===== src/rtl/mc_control.sv =====
// Multi-cycle RV32I control FSM: FETCH/DECODE/EXEC/MEM/WB sequencing over a shared req/ack memory port.
// Latency: outputs are combinational from state and inputs; 3 (branch), 4 (ALU/jump/store), 5 (load) cycles plus wait cycles.
// Backpressure: FETCH and MEM hold mem_req until mem_ack, trapping with bus_err after MEM_TIMEOUT unacked cycles.
module mc_control #(
    parameter int CNT_W       = 32,
    parameter int MEM_TIMEOUT = 16
) (
    input  logic             clk,
    input  logic             rst_n,
    input  logic [6:0]       opcode,
    input  logic [2:0]       funct3,
    input  logic [6:0]       funct7,
    input  logic             brtaken,
    input  logic             mem_ack,
    output logic             mem_req,
    output logic             mem_we,
    output logic             iord_sel,
    output logic             ir_wen,
    output logic             pc_wen,
    output logic             pc_sel,
    output logic             reg_wen,
    output logic             a_sel,
    output logic             b_sel,
    output logic [1:0]       wb_sel,
    output logic [2:0]       imm_sel,
    output logic [3:0]       alu_sel,
    output logic             retire,
    output logic             illegal,
    output logic             bus_err,
    output logic [CNT_W-1:0] cycle_cnt,
    output logic [CNT_W-1:0] instret_cnt
);

    localparam logic [6:0] OPC_LUI    = 7'b0110111;
    localparam logic [6:0] OPC_AUIPC  = 7'b0010111;
    localparam logic [6:0] OPC_JAL    = 7'b1101111;
    localparam logic [6:0] OPC_JALR   = 7'b1100111;
    localparam logic [6:0] OPC_BRANCH = 7'b1100011;
    localparam logic [6:0] OPC_LOAD   = 7'b0000011;
    localparam logic [6:0] OPC_STORE  = 7'b0100011;
    localparam logic [6:0] OPC_OPIMM  = 7'b0010011;
    localparam logic [6:0] OPC_OP     = 7'b0110011;

    localparam logic [2:0] IMM_I = 3'd0;
    localparam logic [2:0] IMM_S = 3'd1;
    localparam logic [2:0] IMM_B = 3'd2;
    localparam logic [2:0] IMM_U = 3'd3;
    localparam logic [2:0] IMM_J = 3'd4;

    localparam logic [3:0] ALU_ADD   = 4'b0000;
    localparam logic [3:0] ALU_PASSB = 4'b1111;

    localparam logic [1:0] WB_ALU = 2'd0;
    localparam logic [1:0] WB_MDR = 2'd1;
    localparam logic [1:0] WB_PC  = 2'd2;

    localparam int WAIT_W = (MEM_TIMEOUT > 1) ? $clog2(MEM_TIMEOUT) : 1;
    localparam logic [WAIT_W-1:0] WAIT_LAST = WAIT_W'((MEM_TIMEOUT > 0) ? MEM_TIMEOUT - 1 : 0);

    typedef enum logic [2:0] {
        S_INIT,
        S_FETCH,
        S_DECODE,
        S_EXEC,
        S_MEM,
        S_WB,
        S_TRAP
    } state_t;

    typedef struct packed {
        logic       mem_req;
        logic       mem_we;
        logic       iord_sel;
        logic       ir_wen;
        logic       pc_wen;
        logic       pc_sel;
        logic       reg_wen;
        logic       a_sel;
        logic       b_sel;
        logic [1:0] wb_sel;
        logic [2:0] imm_sel;
        logic [3:0] alu_sel;
        logic       retire;
    } ctrl_t;

    state_t            state;
    state_t            state_nxt;
    ctrl_t             ctrl;
    logic              illegal_set;
    logic              bus_err_set;
    logic [WAIT_W-1:0] wait_cnt;
    logic              wait_expired;
    logic              opc_legal;
    logic              unused_funct7;

    assign unused_funct7 = ^{funct7[6], funct7[4:0]};

    always_comb begin
        opc_legal = 1'b0;
        case (opcode)
            OPC_LUI, OPC_AUIPC, OPC_JAL, OPC_JALR, OPC_BRANCH,
            OPC_LOAD, OPC_STORE, OPC_OPIMM, OPC_OP: opc_legal = 1'b1;
            default:                                opc_legal = 1'b0;
        endcase
    end

    // Last allowed request cycle: no ack now means the access is abandoned.
    assign wait_expired = (MEM_TIMEOUT != 0) && (wait_cnt == WAIT_LAST);

    always_comb begin
        ctrl        = '0;
        state_nxt   = state;
        illegal_set = 1'b0;
        bus_err_set = 1'b0;
        case (state)
            S_INIT: state_nxt = S_FETCH;

            S_FETCH: begin
                ctrl.mem_req = 1'b1;
                if (mem_ack) begin
                    ctrl.ir_wen = 1'b1;
                    ctrl.pc_wen = 1'b1;
                    state_nxt   = S_DECODE;
                end else if (wait_expired) begin
                    bus_err_set = 1'b1;
                    state_nxt   = S_TRAP;
                end
            end

            S_DECODE: begin
                if (opc_legal) begin
                    state_nxt = S_EXEC;
                end else begin
                    illegal_set = 1'b1;
                    state_nxt   = S_TRAP;
                end
            end

            S_EXEC: begin
                state_nxt = S_WB;
                case (opcode)
                    OPC_LUI: begin
                        ctrl.imm_sel = IMM_U;
                        ctrl.b_sel   = 1'b1;
                        ctrl.alu_sel = ALU_PASSB;
                    end
                    OPC_AUIPC: begin
                        ctrl.imm_sel = IMM_U;
                        ctrl.a_sel   = 1'b1;
                        ctrl.b_sel   = 1'b1;
                        ctrl.alu_sel = ALU_ADD;
                    end
                    OPC_JAL: begin
                        ctrl.imm_sel = IMM_J;
                        ctrl.a_sel   = 1'b1;
                        ctrl.b_sel   = 1'b1;
                        ctrl.alu_sel = ALU_ADD;
                    end
                    OPC_JALR: begin
                        ctrl.imm_sel = IMM_I;
                        ctrl.b_sel   = 1'b1;
                        ctrl.alu_sel = ALU_ADD;
                    end
                    // Branch target comes from OLDPC+imm, so PC is written straight from the ALU.
                    OPC_BRANCH: begin
                        ctrl.imm_sel = IMM_B;
                        ctrl.a_sel   = 1'b1;
                        ctrl.b_sel   = 1'b1;
                        ctrl.alu_sel = ALU_ADD;
                        ctrl.pc_wen  = brtaken;
                        ctrl.pc_sel  = 1'b1;
                        ctrl.retire  = 1'b1;
                        state_nxt    = S_FETCH;
                    end
                    OPC_LOAD: begin
                        ctrl.imm_sel = IMM_I;
                        ctrl.b_sel   = 1'b1;
                        ctrl.alu_sel = ALU_ADD;
                        state_nxt    = S_MEM;
                    end
                    OPC_STORE: begin
                        ctrl.imm_sel = IMM_S;
                        ctrl.b_sel   = 1'b1;
                        ctrl.alu_sel = ALU_ADD;
                        state_nxt    = S_MEM;
                    end
                    // Only the shift-right pair uses funct7[5] among immediate ops (SRLI vs SRAI).
                    OPC_OPIMM: begin
                        ctrl.imm_sel = IMM_I;
                        ctrl.b_sel   = 1'b1;
                        ctrl.alu_sel = (funct3 == 3'b101) ? {funct7[5], funct3} : {1'b0, funct3};
                    end
                    OPC_OP: begin
                        ctrl.alu_sel = {funct7[5], funct3};
                    end
                    default: state_nxt = S_WB;
                endcase
            end

            S_MEM: begin
                ctrl.mem_req  = 1'b1;
                ctrl.iord_sel = 1'b1;
                ctrl.mem_we   = (opcode == OPC_STORE);
                if (mem_ack) begin
                    if (opcode == OPC_STORE) begin
                        ctrl.retire = 1'b1;
                        state_nxt   = S_FETCH;
                    end else begin
                        state_nxt = S_WB;
                    end
                end else if (wait_expired) begin
                    bus_err_set = 1'b1;
                    state_nxt   = S_TRAP;
                end
            end

            S_WB: begin
                ctrl.reg_wen = 1'b1;
                ctrl.retire  = 1'b1;
                state_nxt    = S_FETCH;
                case (opcode)
                    OPC_LOAD: ctrl.wb_sel = WB_MDR;
                    OPC_JAL, OPC_JALR: begin
                        ctrl.wb_sel = WB_PC;
                        ctrl.pc_wen = 1'b1;
                        ctrl.pc_sel = 1'b1;
                    end
                    default: ctrl.wb_sel = WB_ALU;
                endcase
            end

            S_TRAP: state_nxt = S_TRAP;

            default: state_nxt = S_INIT;
        endcase
    end

    always_ff @(posedge clk or negedge rst_n) begin
        if (!rst_n) begin
            state       <= S_INIT;
            wait_cnt    <= '0;
            illegal     <= 1'b0;
            bus_err     <= 1'b0;
            cycle_cnt   <= '0;
            instret_cnt <= '0;
        end else begin
            state     <= state_nxt;
            cycle_cnt <= cycle_cnt + CNT_W'(1);
            if (ctrl.retire) begin
                instret_cnt <= instret_cnt + CNT_W'(1);
            end
            // Any state change restarts the wait count, which covers entry to FETCH and MEM.
            if (state_nxt != state) begin
                wait_cnt <= '0;
            end else if (ctrl.mem_req && !mem_ack) begin
                wait_cnt <= wait_cnt + 1'b1;
            end
            if (illegal_set) begin
                illegal <= 1'b1;
            end
            if (bus_err_set) begin
                bus_err <= 1'b1;
            end
        end
    end

    assign mem_req  = ctrl.mem_req;
    assign mem_we   = ctrl.mem_we;
    assign iord_sel = ctrl.iord_sel;
    assign ir_wen   = ctrl.ir_wen;
    assign pc_wen   = ctrl.pc_wen;
    assign pc_sel   = ctrl.pc_sel;
    assign reg_wen  = ctrl.reg_wen;
    assign a_sel    = ctrl.a_sel;
    assign b_sel    = ctrl.b_sel;
    assign wb_sel   = ctrl.wb_sel;
    assign imm_sel  = ctrl.imm_sel;
    assign alu_sel  = ctrl.alu_sel;
    assign retire   = ctrl.retire;

endmodule


===== config.mk =====
export PLATFORM = sky130hd
export DESIGN_NAME = mc_control
export DESIGN_NICKNAME = d
export VERILOG_FILES = /design/src/rtl/mc_control.sv
export SDC_FILE = /design/constraint.sdc
export NUM_CORES = 1
export LEC_CHECK = 0
export ABC_AREA = 1
export BUFFER_PORTS_ARGS = -buffer_cell sky130_fd_sc_hd__buf_2
export CAP_MARGIN = 20
export CORE_UTILIZATION = 54
export CTS_CLUSTER_DIAMETER = 30
export DETAILED_ROUTE_END_ITERATION = 12
export PLACE_DENSITY = 0.81
export SLEW_MARGIN = 20
export SYNTH_ARGS = -nofsm -noshare
export SYNTH_HDL_FRONTEND = slang
export SYNTH_SLANG_ARGS = --single-unit

===== constraint.sdc =====
create_clock -name clk -period 2 [get_ports clk]
set_input_delay 0.4 -clock clk [delete_from_list [all_inputs] [get_ports clk]]
set_output_delay 0.4 -clock clk [all_outputs]
set_load 0.005 [all_outputs]

==> results of run 1 <==
## timing repair
item,4_1_cts,5_1_grt
pin swaps,2,1
hold endpoints to repair,0,0
endpoints found under the setup margin,6,10
resized for setup,0,9
setup buffers,2,5
## cell type report
class,count,area (µm²)
Fill cell,670,2420
Clock buffer,10,128
Multi-Input combinational cell,407,2230
Clock inverter,6,91.3
Tap cell,102,128
Inverter,78,293
Timing Repair Buffer,116,651
Sequential cell,73,1830
## flip-flops by register name, indices dropped and copies added (netlist names)
register,flops
wait_cnt,4
cycle_cnt,32
bus_err,1
illegal,1
instret_cnt,32
state,3
## power by group
group	internal (mW)	switching (mW)	total, mW	leakage (nW)
combinational	0.452	0.738	1.19	1.71
clock	0.707	0.576	1.28	0.0991
sequential	1.58	0.110	1.69	0.964
## layer usage
layer,vias to the layer above,global-route usage (%),share of wire (%)
li1,2027,-,-
met2,138,45.4,51
met4,0,10.9,2.7
met3,33,4.23,4.9
met1,1926,32.9,42
met5,-,0,0
## critical path, stage by stage, from the launching register on
cell      delay, ps
dfrtp_1         380
inv_2            80
nor3_4          220
buf_4           150
buf_4           110
nand3_1          80
nand3b_1        100
buf_2           110
## stage by stage
stage	util, %	std cells	cell area [µm²]	hold slack, ps	TNS (ps)
2_1_floorplan	-	562	4360	104	0
3_3_place_gp	65.0	769	5050	433	0
3_5_place_dp	65.0	769	5050	448	0
4_1_cts	68.1	787	5290	73.9	0
5_1_grt	68.9	792	5350	84.5	-170
6_report	68.9	792	5350	51.0	0
## cell usage in the layout (no fill, tap or decap), drive strengths merged, types with 2 or more instances in the layout
cell type  Yosys  routed
o21ai         19      19
a21oi          5       5
clkinvlp       0       3
clkbuf         0      10
nand3b         3       3
xnor2         13      13
nand2        153     153
dfrtp         73      73
bufinv         0       2
buf            4     116
nor3          36      36
inv           78      79
nor2          69      69
xor2          45      45
ha             3       3
nor4           5       5
nand3         39      39
nand4         11      11
a21boi         2       2
## final timing paths
check | startpoint | end | slack, ps | cells after the start
setup / recovery | state[0] | a_sel | 30 | 7
hold / removal | rst_n | instret_cnt[13] | 50 | 1
setup reg to reg | cycle_cnt[0] | cycle_cnt[30] | 260 | 9
hold reg to reg | cycle_cnt[31] | cycle_cnt[31] | 470 | 1
max in group asynchronous | rst_n | cycle_cnt[11] | 1400 | 2
min in group clk | mem_ack | bus_err | 460 | 4
## cells by family (layout without fill, tap and decap cells)
kind of cell | count (synthesis) | in the layout | synth area share (%)
and+or+nand+nor | 317 | 317 | 34.5
buffers and inverters | 82 | 210 | 7.44
DFF | 73 | 73 | 41.9
xor gates and xnor gates | 58 | 58 | 11.7
AOI/OAI and AO/OA | 28 | 28 | 3.42
adders and majority gates | 3 | 3 | 0.861
muxes | 1 | 1 | 0.230
==> flow_summary.ini, run 1 <==
[placement]
place_congestion = 0.967
dp_slack_ps = 50.0
dp.final_hpwl_mm = 7.98
io_buffers = 99

[synth]
ys_seq_area_share_pct = 41.9
synth.top_cell.area_share_pct = 41.9
syn_inst = 562
yosysWarnings = 0
yosys-top-cells-count = 145 x nand2_1, 73 x dfrtp_1, 64 x inv_1
synth_top_area_cell = dfrtp_1
synth_top_flop_cell = dfrtp_1
synthArstFlopShare_pct = 100
ys_ff_latch = 73
netlist_area_um2 = 4360
yosysMostFrequentCell = nand2_1
avgSynthCellArea_um2 = 7.75
synth.area.top_cells = dfrtp_1 42%, nand2_1 12%, xor2_1 9.0%
synth_nets = 586
yosys.cell_types.count = 33
synth-edff-count = 0

[critical_path]
path_class = flop to primary output
endpoint_kind = primary output
crit_path_start_kind = flop
cp_max_fo = 5
critPathArrivalTime_ps = 1570
crit_required_ps = 1600

[clock_network]
cts.path.max_buffers = 2
root_buffer = clkbuf_8
tritoncts = built
clock_latency_ps = 350
cts.sink_count = 73
holdBufCountCts = 0
cts_htree_levels = 3
cts_buffers = 9
cts.clk_slew.worst_paths_ps = 90

[floorplan]
initial_utilization_pct = 56.1
die_y_um = 91.8
ios = 106
die_x_um = 91.8
dieArea_um2 = 8430
core_area_um2 = 7770
rows = 32

[route]
drt_iter0_markers = 183
routed_via_density = 5.21
route.detailed.drc = 0
wl_per_cell_um = 13.1
dr.pass1.iters = 4
drt_wl_total_mm = 10.4
vias = 4124
ant_nets = 0

[timing]
setup_viol = 0
period_needed_ps = 1970
worst_slew_pin_slew_ps = 583
worst_slack_ps = 29.3
fmax_mhz = 507
hold_viol = 0
drv_slew = 0
slew_headroom_pct = 61.1
fin_skew_ps = 12.3
grt_setup_unrepaired = true
period_share_pct = 98.5

[global_route]
grt_start_max_net_pins = 47
gr-total-overflow = 0
grt_pass1_wl_mm = 17.8
grt_usage_pct = 26.3
grt_pass1_vias = 3964
antenna_found_initial = 0

[pwr]
power_density_nw_per_um2 = 778
max-vdd-ir-drop_mv = 0.454
power_mw = 4.16
leakage_nw = 2.78

[min_path]
hold_class = input pin to asynchronous set/reset pin

[run_status]
status = finished, final reports clean

[layout]
insertedDiodeCount = 0
area_growth_pct = 22.8
drive_gt1_share_pct = 26.7
nNetsFinal = 709

[run]
maxCapViolCount = 0
Note: power is estimated with default switching activity, not from simulation.
==> inputs of run 2 (changes only) <==
==> constraint.sdc (replaced) <==
create_clock -name clk -period 2 [get_ports clk]
set_input_delay 0.4 -clock clk [delete_from_list [all_inputs] [get_ports clk]]
set_output_delay 0.4 -clock clk [all_outputs]
set_load 0.1 [all_outputs]
==> run 2 against run 1 <==
Against the previous run: the flow now finishes with violations (setup timing); global-route usage increased by 4.8 points; routed wire length increased by 17%; setup slack got worse by 130 ps; design area increased by 11%; critical endpoint is now alu_sel[2]; largest power group is now combinational logic.
==> flow_summary.ini, run 2 (synthesized netlist as in run 1, its figures left out) <==
[clock_network]
cts.sink_count = 73
holdBufCountCts = 0
cts_buffers = 9
clock_latency_ps = 360
cts_htree_levels = 3
root_buffer = clkbuf_8
cts.path.max_buffers = 2
cts.clk_slew.worst_paths_ps = 80
tritoncts = built

[global_route]
gr-total-overflow = 0
antenna_found_initial = 0
grt_usage_pct = 31.1
grt_pass1_wl_mm = 20.5
grt_pass1_vias = 4334
grt_start_max_net_pins = 34

[placement]
dp.final_hpwl_mm = 8.88
place_congestion = 0.958
dp.cells = 775
io_buffers = 99
placed_area_um2 = 5510

[critical_path]
path_class = flop to primary output
crit_path_start_kind = flop
crit_required_ps = 1600
endpoint_kind = primary output
critPathArrivalTime_ps = 1710
cp_max_fo = 5

[timing]
fmax_mhz = 475
period_share_pct = 105
slew_headroom_pct = 65.0
hold_viol = 0
tns_ps = -637
worst_slack_ps = -105
setup_viol = 12
grt_setup_unrepaired = true
period_needed_ps = 2110
fin_skew_ps = 11.7
drv_slew = 0
worst_slew_pin_slew_ps = 525

[run_status]
status = finished with violations
violations = setup timing

[route]
vias = 4305
route.detailed.drc = 0
drt_iter0_markers = 163
wl_per_cell_um = 15.2
dr.pass1.iters = 5
ant_nets = 0
drt_wl_total_mm = 12.2
routed_via_density = 5.36

[layout]
mostFrequentLayoutCell = nand2_1
drive_gt1_share_pct = 35.9
area_growth_pct = 36.6
final-instance-count-excl-fill = 803
multi_input_area_um2 = 2390
nFillCells = 565
seq_area_um2 = 1880
design_area_um2 = 5950
insertedDiodeCount = 0
top_regs = cycle_cnt (32), instret_cnt (32), wait_cnt (4)
final_cell_mix = 142 x nand2_1, 80 x buf_2, 58 x inv_1
nNetsFinal = 720

[run]
maxCapViolCount = 0

[floorplan]
rows = 32
die_y_um = 91.8
initial_utilization_pct = 56.1
core_area_um2 = 7770
dieArea_um2 = 8430
die_x_um = 91.8
ios = 106

[pwr]
p_int_mw = 2.92
seqPwrFrac_pct = 31.8
comb_power_share_pct = 45.5
power_mw = 5.42
netSwitchingPower_mw = 2.50
max-vdd-ir-drop_mv = 0.868
pwr-share-clk_pct = 22.7
swShare_pct = 46.1
power_density_nw_per_um2 = 911
leakage_nw = 2.91

[min_path]
hold_class = input pin to asynchronous set/reset pin
run 2: cell types whose count changed in the layout (fill, tap and decap cells not counted), moves of 5 or more:
cell     before  now
dfrtp_1      73   36
dfrtp_2       0   34
buf_12        2   21
buf_2        98   80
buf_4        16   21
inv_1        63   58
nor2_1       53   48
run 2: what timing repair did:
item,CTS,global route
hold endpoints to repair,0,0
setup buffers,7,5
endpoints found under the setup margin,18,18
gates resized for setup,18,15
pin swaps,6,5
run 2: power groups by stage:
stage	Clock, mW	Combinational (mW)	Sequential (mW)
6_report	1.23	2.47	1.73
5_1_grt	1.31	2.60	1.74
4_1_cts	1.25	2.33	1.73
3_5_place_dp	0	2.09	1.77
3_3_place_gp	0	2.04	1.76
2_1_floorplan	0	1.09	2.25
run 2: critical path: stages, from the launching register on:
cell and delay, ps:
dfrtp_2 400, inv_2 60, nor3_4 200, inv_2 120, a21oi_4 150, inv_2 100, a21oi_4 140, buf_12 190
run 2: path summary, 6_finish.rpt:
kind / end / slack (ps) / from / cells after the start
max in group asynchronous: cycle_cnt[0] / 1400 / rst_n / 2
hold / removal: instret_cnt[19] / 20 / rst_n / 1
setup / recovery: alu_sel[2] / -110 / state[1] / 7
hold reg to reg: bus_err / 480 / bus_err / 2
setup reg to reg: instret_cnt[24] / 140 / instret_cnt[0] / 8
min in group clk: bus_err / 480 / bus_err / 2
run 2: area by class of cell:
| class | count | share of cell area (%) |
|---|---|---|
| Inverter | 78 | 5.00 |
| Timing Repair Buffer | 127 | 17.4 |
| Sequential cell | 73 | 31.6 |
| Clock buffer | 11 | 2.54 |
| Multi-Input combinational cell | 407 | 40.2 |
| Clock inverter | 5 | 1.07 |
| Tap cell | 102 | 2.14 |
run 2: routing by layer:
layer | vias to the layer above | GRT usage, % | routed length (µm)
met1 | 2045 | 37.6 | 4790
met2 | 180 | 53.4 | 6270
met3 | 38 | 6.05 | 716
met4 | 0 | 15.0 | 402
li1 | 2042 | - | -
met5 | - | 0 | 0
run 2: through the flow:
| stage | utilization [%] | setup WS, ps | hold slack (ps) |
|---|---|---|---|
| detailed placement | 71.0 | -1.30 | 400 |
| finish | 76.6 | -105 | 15.2 |
| floorplan | - | -849 | 104 |
| CTS | 75.4 | -120 | 19.4 |
| global route | 76.6 | -194 | 34.8 |
| global placement | 71.0 | 33.1 | 389 |
